### config.mk
export PLATFORM = sky130hd
export DESIGN_NAME = reg_bus_initiator_flat
export DESIGN_NICKNAME = d
export VERILOG_FILES = /design/src/rtl/reg_bus_initiator_pkg.sv /design/src/rtl/reg_bus_initiator_if.sv /design/src/rtl/reg_bus_cmd_fifo.sv /design/src/rtl/reg_bus_initiator.sv /design/src/flat_wrapper.sv
export SDC_FILE = /design/constraint.sdc
export NUM_CORES = 1
export LEC_CHECK = 0
export BUFFER_PORTS_ARGS = -buffer_cell sky130_fd_sc_hd__buf_2
export CAP_MARGIN = 0
export CORE_MARGIN = 1.5
export CORE_UTILIZATION = 45
export DETAILED_ROUTE_END_ITERATION = 6
export PLACE_DENSITY_LB_ADDON = 0.12
export SLEW_MARGIN = 40
export SYNTH_ARGS = -nofsm -noshare
export SYNTH_HDL_FRONTEND = slang
export SYNTH_SLANG_ARGS = --single-unit
### constraint.sdc
create_clock -name clk_i -period 8.75 [get_ports clk_i]
set_clock_uncertainty 0.1 [all_clocks]
set_input_delay 0.875 -clock clk_i [delete_from_list [all_inputs] [get_ports clk_i]]
set_output_delay 0.875 -clock clk_i [all_outputs]
set_load 0.005 [all_outputs]
### src/rtl/reg_bus_initiator_pkg.sv
// Shared FSM encoding for the REG_BUS command initiator.
// Latency: n/a (types and constants only).
// Backpressure: n/a.
package reg_bus_initiator_pkg;

    typedef enum logic [1:0] {
        IDLE = 2'd0,
        REQ  = 2'd1,
        RSP  = 2'd2
    } state_e;

    // Plain-vector state codes so the FSM register stays a logic vector.
    localparam logic [1:0] ST_IDLE = 2'(IDLE);
    localparam logic [1:0] ST_REQ  = 2'(REQ);
    localparam logic [1:0] ST_RSP  = 2'(RSP);

endpackage

### src/rtl/reg_bus_initiator_if.sv
// REG_BUS request/response wires between one master and one responder.
// Latency: n/a (wires only).
// Backpressure: responder holds ready low to stretch a valid request.
interface reg_bus_initiator_if #(
    parameter int ADDR_WIDTH = 32,
    parameter int DATA_WIDTH = 32
) ();
    logic [ADDR_WIDTH-1:0]   addr;
    logic                    write;
    logic [DATA_WIDTH-1:0]   wdata;
    logic [DATA_WIDTH/8-1:0] wstrb;
    logic                    valid;
    logic [DATA_WIDTH-1:0]   rdata;
    logic                    error;
    logic                    ready;

    modport master (
        output addr, write, wdata, wstrb, valid,
        input  rdata, error, ready
    );

    modport slave (
        input  addr, write, wdata, wstrb, valid,
        output rdata, error, ready
    );
endinterface

### src/rtl/reg_bus_cmd_fifo.sv
// Synchronous command FIFO, DEPTH entries of WIDTH bits.
// Latency: a push is visible at the head one cycle later; no pass-through.
// Backpressure: push ignored while full, pop ignored while empty.
module reg_bus_cmd_fifo #(
    parameter int DEPTH = 4,
    parameter int WIDTH = 8
) (
    input  logic             clk_i,
    input  logic             rst_i,
    input  logic             push_vld,
    input  logic [WIDTH-1:0] push_dat,
    input  logic             pop_vld,
    output logic [WIDTH-1:0] pop_dat,
    output logic             full,
    output logic             empty
);
    localparam int AW = $clog2(DEPTH);
    localparam int PW = AW + 1;

    logic [WIDTH-1:0] mem [DEPTH];
    logic [PW-1:0]    wr_ptr_q;
    logic [PW-1:0]    rd_ptr_q;
    logic             do_push;
    logic             do_pop;

    // Extra pointer MSB tells full from empty when the index bits match.
    assign full    = (wr_ptr_q[PW-1] != rd_ptr_q[PW-1]) &&
                     (wr_ptr_q[AW-1:0] == rd_ptr_q[AW-1:0]);
    assign empty   = (wr_ptr_q == rd_ptr_q);
    assign do_push = push_vld && !full;
    assign do_pop  = pop_vld && !empty;
    assign pop_dat = mem[rd_ptr_q[AW-1:0]];

    // Pointer update; wrap-around is plain overflow of the PW-bit counters.
    always_ff @(posedge clk_i) begin
        if (rst_i) begin
            wr_ptr_q <= '0;
            rd_ptr_q <= '0;
        end else begin
            if (do_push) wr_ptr_q <= wr_ptr_q + 1'b1;
            if (do_pop)  rd_ptr_q <= rd_ptr_q + 1'b1;
        end
    end

    // Storage write; contents are don't-care once the pointers are reset.
    always_ff @(posedge clk_i) begin
        if (do_push) mem[wr_ptr_q[AW-1:0]] <= push_dat;
    end
endmodule

### src/rtl/reg_bus_initiator.sv
// Queues write/read commands and issues them one at a time on REG_BUS.
// Latency: push to valid >= 2 cycles; response one cycle after ready or timeout.
// Backpressure: cmd_ready_o low while FIFO full; response held until rsp_ready_i.
module reg_bus_initiator
    import reg_bus_initiator_pkg::*;
#(
    parameter int ADDR_WIDTH = 32,
    parameter int DATA_WIDTH = 32,
    parameter int DEPTH      = 4,
    parameter int TIMEOUT    = 255
) (
    input  logic                    clk_i,
    input  logic                    rst_i,
    input  logic                    cmd_valid_i,
    output logic                    cmd_ready_o,
    input  logic                    cmd_write_i,
    input  logic [ADDR_WIDTH-1:0]   cmd_addr_i,
    input  logic [DATA_WIDTH-1:0]   cmd_wdata_i,
    input  logic [DATA_WIDTH/8-1:0] cmd_wstrb_i,
    output logic                    rsp_valid_o,
    input  logic                    rsp_ready_i,
    output logic [DATA_WIDTH-1:0]   rsp_rdata_o,
    output logic                    rsp_error_o,
    output logic                    rsp_timeout_o,
    reg_bus_initiator_if.master     reg_bus_io
);
    typedef struct packed {
        logic                    write;
        logic [ADDR_WIDTH-1:0]   addr;
        logic [DATA_WIDTH-1:0]   wdata;
        logic [DATA_WIDTH/8-1:0] wstrb;
    } cmd_t;

    localparam logic [15:0] TMO_LAST = 16'(TIMEOUT - 1);

    cmd_t                  push_cmd;
    cmd_t                  head_cmd;
    logic                  fifo_full;
    logic                  fifo_empty;
    logic                  fifo_pop;

    logic [1:0]            state_q;
    cmd_t                  req_q;
    logic [15:0]           tmo_cnt_q;
    logic [DATA_WIDTH-1:0] rsp_rdata_q;
    logic                  rsp_error_q;
    logic                  rsp_timeout_q;

    assign push_cmd = '{write: cmd_write_i, addr: cmd_addr_i,
                        wdata: cmd_wdata_i, wstrb: cmd_wstrb_i};
    assign cmd_ready_o = !fifo_full;
    assign fifo_pop    = (state_q == ST_IDLE) && !fifo_empty;

    reg_bus_cmd_fifo #(
        .DEPTH (DEPTH),
        .WIDTH ($bits(cmd_t))
    ) u_cmd_fifo (
        .clk_i    (clk_i),
        .rst_i    (rst_i),
        .push_vld (cmd_valid_i),
        .push_dat (push_cmd),
        .pop_vld  (fifo_pop),
        .pop_dat  (head_cmd),
        .full     (fifo_full),
        .empty    (fifo_empty)
    );

    // Bus request fields come straight from the request register so they
    // stay stable for the whole REQ period.
    assign reg_bus_io.valid = (state_q == ST_REQ);
    assign reg_bus_io.write = req_q.write;
    assign reg_bus_io.addr  = req_q.addr;
    assign reg_bus_io.wdata = req_q.wdata;
    assign reg_bus_io.wstrb = req_q.wstrb;

    assign rsp_valid_o   = (state_q == ST_RSP);
    assign rsp_rdata_o   = rsp_rdata_q;
    assign rsp_error_o   = rsp_error_q;
    assign rsp_timeout_o = rsp_timeout_q;

    // FSM: pop a command, hold it on the bus until ready or timeout, then
    // present the result until the caller takes it.
    always_ff @(posedge clk_i) begin
        if (rst_i) begin
            state_q       <= ST_IDLE;
            req_q         <= '0;
            tmo_cnt_q     <= '0;
            rsp_rdata_q   <= '0;
            rsp_error_q   <= 1'b0;
            rsp_timeout_q <= 1'b0;
        end else begin
            case (state_q)
                ST_IDLE: begin
                    if (!fifo_empty) begin
                        req_q       <= head_cmd;
                        // Reads never present byte enables on the bus.
                        if (!head_cmd.write) req_q.wstrb <= '0;
                        tmo_cnt_q   <= '0;
                        state_q     <= ST_REQ;
                    end
                end
                ST_REQ: begin
                    if (reg_bus_io.ready) begin
                        rsp_rdata_q   <= req_q.write ? '0 : reg_bus_io.rdata;
                        rsp_error_q   <= reg_bus_io.error;
                        rsp_timeout_q <= 1'b0;
                        state_q       <= ST_RSP;
                    end else if (tmo_cnt_q == TMO_LAST) begin
                        rsp_rdata_q   <= '0;
                        rsp_error_q   <= 1'b1;
                        rsp_timeout_q <= 1'b1;
                        state_q       <= ST_RSP;
                    end else begin
                        tmo_cnt_q <= tmo_cnt_q + 16'd1;
                    end
                end
                ST_RSP: begin
                    if (rsp_ready_i) state_q <= ST_IDLE;
                end
                default: state_q <= ST_IDLE;
            endcase
        end
    end
endmodule
### src/flat_wrapper.sv
// flat-port wrapper written by rule: the top's interface ports become plain ports
module reg_bus_initiator_flat import reg_bus_initiator_pkg::*;
#(
    parameter int ADDR_WIDTH = 32,
    parameter int DATA_WIDTH = 32,
    parameter int DEPTH      = 4,
    parameter int TIMEOUT    = 255
)
  (clk_i, rst_i, cmd_valid_i, cmd_ready_o, cmd_write_i, cmd_addr_i, cmd_wdata_i, cmd_wstrb_i, rsp_valid_o, rsp_ready_i, rsp_rdata_o, rsp_error_o, rsp_timeout_o, reg_bus_io_addr, reg_bus_io_write, reg_bus_io_wdata, reg_bus_io_wstrb, reg_bus_io_valid, reg_bus_io_rdata, reg_bus_io_error, reg_bus_io_ready);
  reg_bus_initiator_if #(.ADDR_WIDTH(ADDR_WIDTH), .DATA_WIDTH(DATA_WIDTH)) reg_bus_io_i ();
  input  logic clk_i;
  input  logic rst_i;
  input  logic cmd_valid_i;
  output logic cmd_ready_o;
  input  logic cmd_write_i;
  input  logic [ADDR_WIDTH-1:0] cmd_addr_i;
  input  logic [DATA_WIDTH-1:0] cmd_wdata_i;
  input  logic [DATA_WIDTH/8-1:0] cmd_wstrb_i;
  output logic rsp_valid_o;
  input  logic rsp_ready_i;
  output logic [DATA_WIDTH-1:0] rsp_rdata_o;
  output logic rsp_error_o;
  output logic rsp_timeout_o;
  output wire logic [$bits(reg_bus_io_i.addr)-1:0] reg_bus_io_addr;
  output wire logic [$bits(reg_bus_io_i.write)-1:0] reg_bus_io_write;
  output wire logic [$bits(reg_bus_io_i.wdata)-1:0] reg_bus_io_wdata;
  output wire logic [$bits(reg_bus_io_i.wstrb)-1:0] reg_bus_io_wstrb;
  output wire logic [$bits(reg_bus_io_i.valid)-1:0] reg_bus_io_valid;
  input wire logic [$bits(reg_bus_io_i.rdata)-1:0] reg_bus_io_rdata;
  input wire logic [$bits(reg_bus_io_i.error)-1:0] reg_bus_io_error;
  input wire logic [$bits(reg_bus_io_i.ready)-1:0] reg_bus_io_ready;
  assign reg_bus_io_addr = reg_bus_io_i.addr;
  assign reg_bus_io_write = reg_bus_io_i.write;
  assign reg_bus_io_wdata = reg_bus_io_i.wdata;
  assign reg_bus_io_wstrb = reg_bus_io_i.wstrb;
  assign reg_bus_io_valid = reg_bus_io_i.valid;
  assign reg_bus_io_i.rdata = reg_bus_io_rdata;
  assign reg_bus_io_i.error = reg_bus_io_error;
  assign reg_bus_io_i.ready = reg_bus_io_ready;
  reg_bus_initiator #(.ADDR_WIDTH(ADDR_WIDTH), .DATA_WIDTH(DATA_WIDTH), .DEPTH(DEPTH), .TIMEOUT(TIMEOUT)) u_core (.clk_i(clk_i), .rst_i(rst_i), .cmd_valid_i(cmd_valid_i), .cmd_ready_o(cmd_ready_o), .cmd_write_i(cmd_write_i), .cmd_addr_i(cmd_addr_i), .cmd_wdata_i(cmd_wdata_i), .cmd_wstrb_i(cmd_wstrb_i), .rsp_valid_o(rsp_valid_o), .rsp_ready_i(rsp_ready_i), .rsp_rdata_o(rsp_rdata_o), .rsp_error_o(rsp_error_o), .rsp_timeout_o(rsp_timeout_o), .reg_bus_io(reg_bus_io_i));
endmodule
==> summary.txt, run 1 <==
Placed design
  • Hpwl dp: 18200 µm
  • PortBufs: 212
  • DP Worst Slack: 5550 ps
  • GP Congestion: 0.807

Pwr
  • Leakage: 6.42 nW
  • Sw Pwr: 1.48 mW
  • Pwr dens: 303 nW/µm²
  • Maximum VDD drop: 0.000205 V
  • Sequential power share: 44.5%
  • Clock power frac: 34.7%
  • Combinational share of power: 20.8%
  • Cell Int Power: 3.92 mW
  • Overall power: 5.41 mW
  • Switching share of power: 27.4%

Finish
  • Layout fillers: 2688
  • Most frequent cells in the layout: edfxtp_1, buf_2, nand2_1
  • Nets: 1246
  • Area Overhead vs Synth: 20.9%
  • Commonest non-fill, non-tap cell in the layout: edfxtp_1
  • Layout cells sized above 1: 32.2%

Synthesis
  • Number of synthesized flops with an enable pin: 276
  • Post-Synthesis Cells: 916
  • Area contributors post-synth: edfxtp_1, dfxtp_1, mux4_2
  • Synth cell types: 48
  • Predominant post-synthesis flop cell: edfxtp_1
  • Seq cells post-synth: 405
  • Post-Syn Area: 14800 µm²
  • Yosys warns: 0
  • Synth async-reset ratio: 0%
  • Syn Area/Cell: 16.1 µm²
  • Syn_nets: 1030
  • Yosys top cell area share: 56.1%
  • Seq/Total Area, Yosys: 73.6%
  • Area leader, netlist: edfxtp_1

Die
  • Die width: 184 µm
  • Initial Util: 45.5%
  • Core area: 32500 µm²
  • Row count: 66
  • Die area: 33900 µm²
  • Die Height: 184 µm
  • Top Ports: 213

Clocking
  • Root Buffer: clkbuf_16
  • Worst-path clk slew: 60 ps
  • Clk_lat worst skew: 530 ps
  • H-tree depth: 2
  • Post-CTS Hold Fix Bufs: 0
  • CTS Sinks: 405
  • Max clock buf depth: 3
  • CTS Buf Count: 42
  • Post_cts resized: 0
  • CTS tree: done
  • Setup Fix Bufs, Post-CTS: 0

Timing
  • RSZ-0062 raised after global routing: no
  • Pins Over Slew Limit: 0
  • Relative slew slack: 46.3%
  • Hold violation total from the final report: 0
  • Fin crit share: 32.1%
  • Worst slew pin tran: 804 ps
  • Final Setup Violations: 0
  • Final min period: 2810 ps
  • Setup TNS: 0 ps
  • Final worst slack: 5940 ps
  • Max Freq: 0.356 GHz

Route
  • Avg WL per Cell: 18.7 µm
  • Routed vias: 8353
  • Detail Route Antenna Nets: 0
  • 1st-pass router iterations: 4
  • DR DRC count: 0
  • Initial drt markers: 486
  • Drt total wl: 30200 µm
  • Vias/cell: 5.18

Critical path
  • Endpoint type of the worst setup path: flip-flop
  • Crit-path cells: xnor2_1, a31oi_1, and2_4, buf_4
  • CP peak stage delay: 650 ps
  • Worst reg2reg path depth: 4
  • CP max stage cell: buf_4
  • Critical Path RT: 8810 ps
  • CP Buf/Inv Count: 1
  • Top delay family on crit path: buffers and inverters
  • Arrival time of the worst setup path: 2870 ps
  • Worst-path fanout max: 45
  • Crit path depth: 4
  • Crit path kind: reg -> reg
  • Critical Path Source Type: flip-flop

Global routing
  • Vias in the first global route: 8409
  • First-pass GRT wire length: 46500 µm
  • Initial antenna violation count: 8
  • Total gr overflow: 0
  • Largest net degree at the start of global routing: 77
  • Overall routing resource usage: 17.9%

Hold path
  • Hold/Removal Path Class: reg -> reg
  • Hold-critical path depth: 2

Flow run
  • MaxCap Viol Count: 0

Status
  • Outcome: finished, final reports clean
[per-layer routing]
metal / vias to the layer above / wire, µm / global-route usage (%) / part of all wire [%]
met5: - / 14 / 0 / 0.046
met4: 4 / 550 / 4.92 / 1.8
met3: 44 / 2180 / 4.90 / 7.2
met2: 233 / 14900 / 30.8 / 49
met1: 4120 / 12600 / 22.2 / 42
li1: 3952 / - / - / -
[power groups by stage]
stage / registers, mW / clock network [mW] / logic, mW
after floorplan: 2.43 / 0 / 0.742
after global placement: 2.45 / 0 / 1.15
after detailed placement: 2.45 / 0 / 1.15
after CTS: 2.41 / 1.92 / 1.16
after global routing: 2.44 / 2.00 / 1.25
final: 2.41 / 1.88 / 1.12
[state kept, by name, summed over array words and instances, names as in the netlist, named ones only]
| name | flops |
|---|---|
| u_core.u_cmd_fifo.mem | 276 |
| u_core.reg_bus_io.addr | 32 |
| u_core.reg_bus_io.wdata | 32 |
| u_core.rsp_rdata_o | 32 |
| u_core.tmo_cnt_q | 16 |
| u_core.reg_bus_io.wstrb | 4 |
| u_core.u_cmd_fifo.rd_ptr_q | 3 |
| u_core.u_cmd_fifo.wr_ptr_q | 3 |
| u_core.state_q | 2 |
| u_core.reg_bus_io.write | 1 |
| u_core.rsp_error_o | 1 |
| u_core.rsp_timeout_o | 1 |
[tightest hold or removal path, stage by stage, from the launching register on]
cell,delay (ps)
dfxtp_1,300
nand2_1,50
a21oi_1,50
[kinds of logic (layout without fill, tap and decap cells)]
| logic type | count (synthesis) | in the layout | share of synthesized area (%) |
|---|---|---|---|
| XOR/XNOR | 8 | 8 | 0.474 |
| AND/OR/NAND/NOR | 218 | 218 | 6.30 |
| flip-flops | 405 | 405 | 73.6 |
| other | 0 | 6 | 0 |
| buffers and inverters | 62 | 312 | 1.86 |
| AO/OA/AOI/OAI | 141 | 141 | 6.24 |
| multiplexers | 75 | 75 | 10.9 |
| adder cells (fa/ha/maj) | 7 | 7 | 0.593 |
[cell usage after synthesis, drive strengths merged (2+ instances only)]
library cell and n:
a21o 2, a21oi 84, a22o 33, a2bb2oi 2
a311o 2, a311oi 3, a31oi 2, a41oi 2
and2 4, and3 2, buf 17, clkbuf 35
dfxtp 129, edfxtp 276, ha 7, inv 10
mux2i 6, mux4 69, nand2 149, nand2b 5
nand3 14, nand4 5, nor2 24, nor3 6
nor4 3, o21ai 2, or3 2, or4 2
xnor2 6, xor2 2
[path summary, 6_finish.rpt]
kind	endpoint	startpoint	slack, ps
worst max-delay path	u_core.u_cmd_fifo.mem[3][32]	u_core.u_cmd_fifo.wr_ptr_q[0]	5940
worst min-delay path	u_core.reg_bus_io.addr[0]	u_core.reg_bus_io.addr[0]	350
worst max register to register	u_core.u_cmd_fifo.mem[3][32]	u_core.u_cmd_fifo.wr_ptr_q[0]	5940
worst min register to register	u_core.reg_bus_io.addr[0]	u_core.reg_bus_io.addr[0]	350
[metrics by stage]
stage	utilization (%)	instances	hold slack [ps]	area [µm²]
after detailed placement	50.3	1529	345	16300
after global placement	50.1	1527	340	16300
after global routing	55.0	1608	366	17800
final	55.0	1614	352	17900
after CTS	54.9	1607	353	17800
after floorplan	-	916	340	14800
[cell type report]
class                   instances  area, µm²  area share [%]
flip-flops and latches        405      10900            60.9
diodes                          6       15.0          0.0841
multi-input cells             449       3660            20.5
inverters                      10       37.5           0.210
repair buffers                224       1210            6.76
clock inverters                20        277            1.55
well taps                     442        553            3.10
clock buffers                  58       1220            6.85
Power figures use the tool's default switching activity.
==> inputs of run 2 (changes only) <==
==> constraint.sdc (replaced) <==
create_clock -name clk_i -period 2.6 [get_ports clk_i]
set_clock_uncertainty 0.1 [all_clocks]
set_input_delay 0.26 -clock clk_i [delete_from_list [all_inputs] [get_ports clk_i]]
set_output_delay 0.26 -clock clk_i [all_outputs]
set_load 0.005 [all_outputs]
==> run 2 against run 1 <==
  * Critical path depth up 2
  * Count of clock-buffer cells in the layout up 6
  * Final cell count up 7.4%
  * Combinational power rose to 3.7 times the previous value
  * Register-to-register slack worse by 5600 ps
  * Via count up 6.4%
  * Maximum frequency up 25%
  * Critical path type unchanged
  * Highest routed layer is now met4
==> summary.txt, run 2 (synthesis results as in run 1) <==
Status
  • Outcome: finished, final reports clean

Critical path
  • Critical Path Source Type: flip-flop
  • Worst-path fanout max: 32 (-29%)
  • Crit-path cells: or4_4, nor4_4, a21o_4, a21oi_4, buf_4, a22o_1
  • Worst reg2reg path depth: 6 (+2)
  • Endpoint type of the worst setup path: flip-flop
  • CP peak stage delay: 530 ps (-120 ps)
  • R2R Setup Slk: 360 ps (-5580 ps)
  • Arrival time of the worst setup path: 2550 ps (-320 ps)
  • Critical Path RT: 2910 ps (-5900 ps)
  • RR Endpoint: u_core.rsp_rdata_o[22]
  • Crit path kind: reg -> reg
  • CP max stage cell: or4_4
  • R2r startpoint: u_core.tmo_cnt_q[11]

Finish
  • Layout fillers: 2554 (-5.0%)
  • Fin cells: 1733 (+7.4%)
  • Area Overhead vs Synth: 28.4%
  • Layout cells sized above 1: 29.9% (-2.3 points)
  • Most frequent cells in the layout: edfxtp_1, buf_2, nand2_1
  • Commonest non-fill, non-tap cell in the layout: edfxtp_1
  • Nets: 1368 (+9.8%)
  • Max FFs per register: 276 (unchanged)

Placed design
  • PortBufs: 212 (unchanged)
  • Cell count after placement: 1547 (+1.2%)
  • GP Congestion: 0.813 (+0.77%)
  • Hpwl dp: 19600 µm (+7.9%)

Global routing
  • Initial antenna violation count: 2 (-6)
  • Overall routing resource usage: 18.8% (+0.87 points)
  • Largest net degree at the start of global routing: 60 (-22%)
  • First-pass GRT wire length: 48900 µm (+5.2%)
  • Total gr overflow: 0 (unchanged)
  • Vias in the first global route: 8993 (+6.9%)

Timing
  • Fin crit share: 86.2% (+54 points)
  • Max Freq: 0.446 GHz (+25%)
  • Final min period: 2240 ps (-569 ps)
  • Final Setup Violations: 0 (unchanged)
  • Relative slew slack: 58.6% (+12 points)
  • Hold_ws: 95.9 ps (-256 ps)
  • Pins Over Slew Limit: 0 (unchanged)
  • Worst slew pin tran: 621 ps (-183 ps)
  • RSZ-0062 raised after global routing: no
  • Hold violation total from the final report: 0 (unchanged)
  • Setup TNS: 0 ps (unchanged)

Clocking
  • CTS Sinks: 405 (unchanged)
  • CTS tree: done
  • Root Buffer: clkbuf_16
  • Clk_lat worst skew: 530 ps (about the same)
  • Max clock buf depth: 3 (unchanged)
  • Post_cts resized: 0 (unchanged)
  • CTS Buf Count: 43 (+2.4%)
  • Worst-path clk slew: 60 ps (about the same)
  • H-tree depth: 2 (unchanged)

Die
  • Die Height: 184 µm (unchanged)
  • Die width: 184 µm (unchanged)
  • Die area: 33900 µm² (unchanged)
  • Row count: 66 (unchanged)
  • Core area: 32500 µm² (unchanged)
  • Initial Util: 45.5% (unchanged)
  • Top Ports: 213 (unchanged)

Pwr
  • Combinational share of power: 22.7% (+1.9 points)
  • Switching share of power: 28.1% (+0.68 points)
  • Sw Pwr: 5.08 mW (+240%)
  • Cell Int Power: 13.0 mW (+230%)
  • Clock power frac: 32.4% (-2.3 points)
  • Overall power: 18.1 mW (+230%)
  • Sequential power share: 44.9% (+0.4 points)
  • Pwr dens: 953 nW/µm² (+210%)
  • Leakage: 6.90 nW (+7.6%)
  • Maximum VDD drop: 0.000561 V (+170%)

Route
  • Vias/cell: 5.13 (-0.90%)
  • 1st-pass router iterations: 7 (+3)
  • Top layer used by detailed routing: met4
  • Drt total wl: 31700 µm (+4.9%)
  • Met2 wire len: 15500 µm (+4.3%)
  • Wire length on met3: 1920 µm (-12%)
  • Avg WL per Cell: 18.3 µm (-2.3%)
  • Detail Route Antenna Nets: 0 (unchanged)
  • DR DRC count: 0 (unchanged)
  • Routed vias: 8888 (+6.4%)
  • Initial drt markers: 530 (+9.1%)
  • DRT met1 WL: 13800 µm (+9.7%)

Hold path
  • Hold/Removal Path Class: in -> reg
  • Worst Hold Path EP: u_core.reg_bus_io.wdata[10]
  • Hold_sp: rst_i
  • Hold-critical path depth: 2 (unchanged)

Flow run
  • MaxCap Viol Count: 0 (unchanged)
-- run 2: per-stage QoR --
| step | worst slack [ps] | instance area (µm²) | utilization (%) |
|---|---|---|---|
| after floorplan | 201 | 14800 | - |
| after global placement | 386 | 16600 | 51.0 |
| after detailed placement | 381 | 16600 | 51.0 |
| after CTS | 370 | 19000 | 58.4 |
| after global routing | 221 | 19000 | 58.5 |
| final | 359 | 19000 | 58.5 |
-- run 2: final cells by class --
| cell class | instances | area, µm² | share of cell area (%) |
|---|---|---|---|
| timing repair buffer | 345 | 2470 | 13.0 |
| multi-input combinational | 449 | 3660 | 19.3 |
| inverter | 10 | 37.5 | 0.198 |
| antenna | 2 | 5.00 | 0.0264 |
| sequential | 405 | 10900 | 57.3 |
| clock inverter | 16 | 120 | 0.633 |
| clock buffer | 64 | 1250 | 6.58 |
| tap | 442 | 553 | 2.92 |
-- run 2: how the worst max path moves through the flow --
stage | from | to | slack [ps]
2_1_floorplan | u_core.u_cmd_fifo.wr_ptr_q[0] | u_core.u_cmd_fifo.mem[3][0] | 200
3_3_place_gp | u_core.tmo_cnt_q[15] | u_core.tmo_cnt_q[10] | 390
3_5_place_dp | u_core.tmo_cnt_q[11] | u_core.rsp_rdata_o[6] | 380
4_1_cts | u_core.tmo_cnt_q[11] | u_core.tmo_cnt_q[10] | 370
5_1_grt | u_core.tmo_cnt_q[11] | u_core.tmo_cnt_q[6] | 220
6_report | u_core.tmo_cnt_q[11] | u_core.rsp_rdata_o[22] | 360
-- run 2: power groups by stage --
stage	Clock [mW]	Sequential (mW)	Combinational, mW
after global routing	6.27	8.21	4.57
after floorplan	0	8.16	2.50
final	5.86	8.11	4.10
after global placement	0	8.24	4.07
after CTS	6.03	8.13	4.21
after detailed placement	0	8.26	4.08
-- run 2: layer usage --
layer | up-vias | track usage [%]
met5 | - | 0
met4 | 0 | 4.49
met3 | 47 | 3.69
met2 | 245 | 31.9
met1 | 4414 | 24.9
li1 | 4182 | -
-- run 2: worst max-delay path: cells and delay by family (launching register included) --
kind | cells | cell delay (ps)
buffers and inverters | 1 | 250
AND/OR/NAND/NOR | 2 | 910
AO/OA/AOI/OAI | 3 | 520
flip-flops | 1 | 340
-- run 2: repair_timing --
item                       CTS  global route
setup endpoints to repair    0             0
hold buffers               104             0
hold endpoints to repair   312             0
buffers inserted             0             0
==> inputs of run 3 (changes only) <==
--- a/config.mk
+++ b/config.mk
@@ -8,9 +8,10 @@
 export BUFFER_PORTS_ARGS = -buffer_cell sky130_fd_sc_hd__buf_2
 export CAP_MARGIN = 0
 export CORE_MARGIN = 1.5
-export CORE_UTILIZATION = 45
+export CORE_UTILIZATION = 57
 export DETAILED_ROUTE_END_ITERATION = 6
 export PLACE_DENSITY_LB_ADDON = 0.12
+export RECOVER_POWER = 25
 export SLEW_MARGIN = 40
 export SYNTH_ARGS = -nofsm -noshare
 export SYNTH_HDL_FRONTEND = slang
==> run 3 against run 2 <==
  * Via count increased by 1.0%
  * Worst setup slack got worse by 39 ps
  * Hold slack better by 120 ps
  * Final cell count decreased by 6.9%
  * Largest cell class unchanged
  * Die area is 21% lower
  * Clock power shrank 2%
==> summary.txt, run 3 (synthesis results as in run 1) <==
Clocking
  • CTS Buf Count: 40 (-7.0%)
  • Clk_lat worst skew: 520 ps (about the same)
  • CTS tree: done
  • H-tree depth: 2 (unchanged)
  • Post-CTS Hold Fix Bufs: 104 (unchanged)
  • Worst-path clk slew: 60 ps (about the same)
  • Setup Fix Bufs, Post-CTS: 0 (unchanged)
  • Post_cts resized: 0 (unchanged)
  • CTS Sinks: 405 (unchanged)
  • Max clock buf depth: 3 (unchanged)
  • Root Buffer: clkbuf_16

Timing
  • Fin crit share: 87.7% (+1.5 points)
  • Hold violation total from the final report: 0 (unchanged)
  • Relative slew slack: 51.1% (-7.5 points)
  • Pins Over Slew Limit: 0 (unchanged)
  • Final worst slack: 321 ps (-38.5 ps)
  • Setup TNS: 0 ps (unchanged)
  • Final Setup Violations: 0 (unchanged)
  • RSZ-0062 raised after global routing: no
  • Max Freq: 0.439 GHz (-1.7%)
  • Worst slew pin tran: 734 ps (+113 ps)
  • Final min period: 2280 ps (+38.5 ps)
  • Hold_ws: 214 ps (+118 ps)

Hold path
  • Worst Hold Path EP: u_core.reg_bus_io.wdata[28]
  • Hold_sp: rst_i
  • Hold/Removal Path Class: in -> reg
  • Hold-critical path depth: 2 (unchanged)

Critical path
  • Top delay family on crit path: compound AO/OA/AOI/OAI gates
  • CP peak stage delay: 610 ps (+80 ps)
  • RR Endpoint: u_core.u_cmd_fifo.mem[2][13]
  • Crit path kind: reg -> reg
  • Worst Setup SP: u_core.u_cmd_fifo.wr_ptr_q[1]
  • CP Buf/Inv Count: 1 (unchanged)
  • Worst reg2reg path depth: 4 (-2)
  • Endpoint type of the worst setup path: flip-flop
  • Arrival time of the worst setup path: 2400 ps (-150 ps)
  • Crit-path cells: xnor2_1, a31oi_1, and2_4, buf_12
  • R2R Setup Slk: 320 ps (-40 ps)
  • CP max stage cell: a31oi_1
  • R2r startpoint: u_core.u_cmd_fifo.wr_ptr_q[1]
  • Critical Path Source Type: flip-flop
  • Critical Path RT: 2720 ps (-190 ps)
  • Worst-path fanout max: 18 (-44%)

Global routing
  • First-pass GRT wire length: 48100 µm (-1.6%)
  • Initial antenna violation count: 1 (-1)
  • Overall routing resource usage: 23.4% (+4.7 points)
  • Largest net degree at the start of global routing: 66 (+10%)
  • Vias in the first global route: 9075 (+0.91%)
  • Total gr overflow: 0 (unchanged)

Pwr
  • Overall power: 18.0 mW (-0.59%)
  • Leakage: 6.74 nW (-2.3%)
  • Maximum VDD drop: 0.000734 V (+31%)
  • Pwr dens: 958 nW/µm² (+0.59%)

Route
  • 1st-pass router iterations: 5 (-2)
  • Avg WL per Cell: 19.3 µm (+5.5%)
  • Routed vias: 8980 (+1.0%)
  • Detail Route Antenna Nets: 0 (unchanged)
  • Drt total wl: 31100 µm (-1.8%)
  • Initial drt markers: 589 (+11%)
  • DR DRC count: 0 (unchanged)
  • Vias/cell: 5.57 (+8.6%)

Status
  • Outcome: finished, final reports clean

Die
  • Core area: 25300 µm² (-22%)
  • Die Height: 164 µm (-11%)
  • Row count: 58 (-12%)
  • Die area: 26900 µm² (-21%)
  • Die width: 164 µm (-11%)
  • Top Ports: 213 (unchanged)
  • Initial Util: 58.3% (+13 points)

Finish
  • Most frequent cells in the layout: edfxtp_1, buf_2, nand2_1
  • Nets: 1364 (-0.29%)
  • Max FFs per register: 276 (unchanged)
  • Fin util: 74.0% (+16 points)
  • Area Overhead vs Synth: 26.9%
  • Layout cells sized above 1: 25.7% (-4.2 points)
  • Commonest non-fill, non-tap cell in the layout: edfxtp_1

Flow run
  • MaxCap Viol Count: 0 (unchanged)

Placed design
  • PortBufs: 212 (unchanged)
  • GP Congestion: 0.779 (-4.2%)
  • DP Worst Slack: 351 ps (-30.0 ps)
  • Hpwl dp: 18700 µm (-4.6%)
-- run 3: worst max-delay path by stage --
| stage | end | slack (ps) | cells after the start |
|---|---|---|---|
| finish | u_core.u_cmd_fifo.mem[2][13] | 320 | 4 |
| global route | u_core.u_cmd_fifo.mem[2][10] | 180 | 4 |
| CTS | u_core.tmo_cnt_q[3] | 330 | 5 |
| detailed placement | u_core.tmo_cnt_q[3] | 350 | 5 |
| global placement | u_core.tmo_cnt_q[6] | 400 | 5 |
| floorplan | u_core.u_cmd_fifo.mem[3][0] | 200 | 3 |
-- run 3: layer usage --
layer / track usage [%] / share of wire [%] / vias up
li1: - / - / 4168
met1: 30.8 / 42 / 4466
met2: 40.2 / 50 / 283
met3: 4.07 / 5.6 / 63
met4: 6.90 / 2.4 / 0
met5: 0 / 0 / -
-- run 3: area by class of cell --
class / instances / area [µm²]
clock inverter: 18 / 196
timing repair buffer: 344 / 2420
fill: 1563 / 6580
sequential: 405 / 10900
tap: 330 / 413
multi-input combinational: 449 / 3660
inverter: 10 / 37.5
clock buffer: 56 / 1140
antenna: 1 / 2.50
-- run 3: where the power goes --
group	internal (mW)	leakage, nW	switching [mW]	total [mW]
logic	1.84	2.50	2.23	4.07
registers	7.69	3.59	0.454	8.14
clock network	3.47	0.655	2.28	5.76
-- run 3: per-stage QoR --
stage          instance area, µm²  cells
2_1_floorplan               14800    916
3_3_place_gp                16400   1433
3_5_place_dp                16400   1433
4_1_cts                     18800   1611
5_1_grt                     18700   1613
6_report                    18700   1613
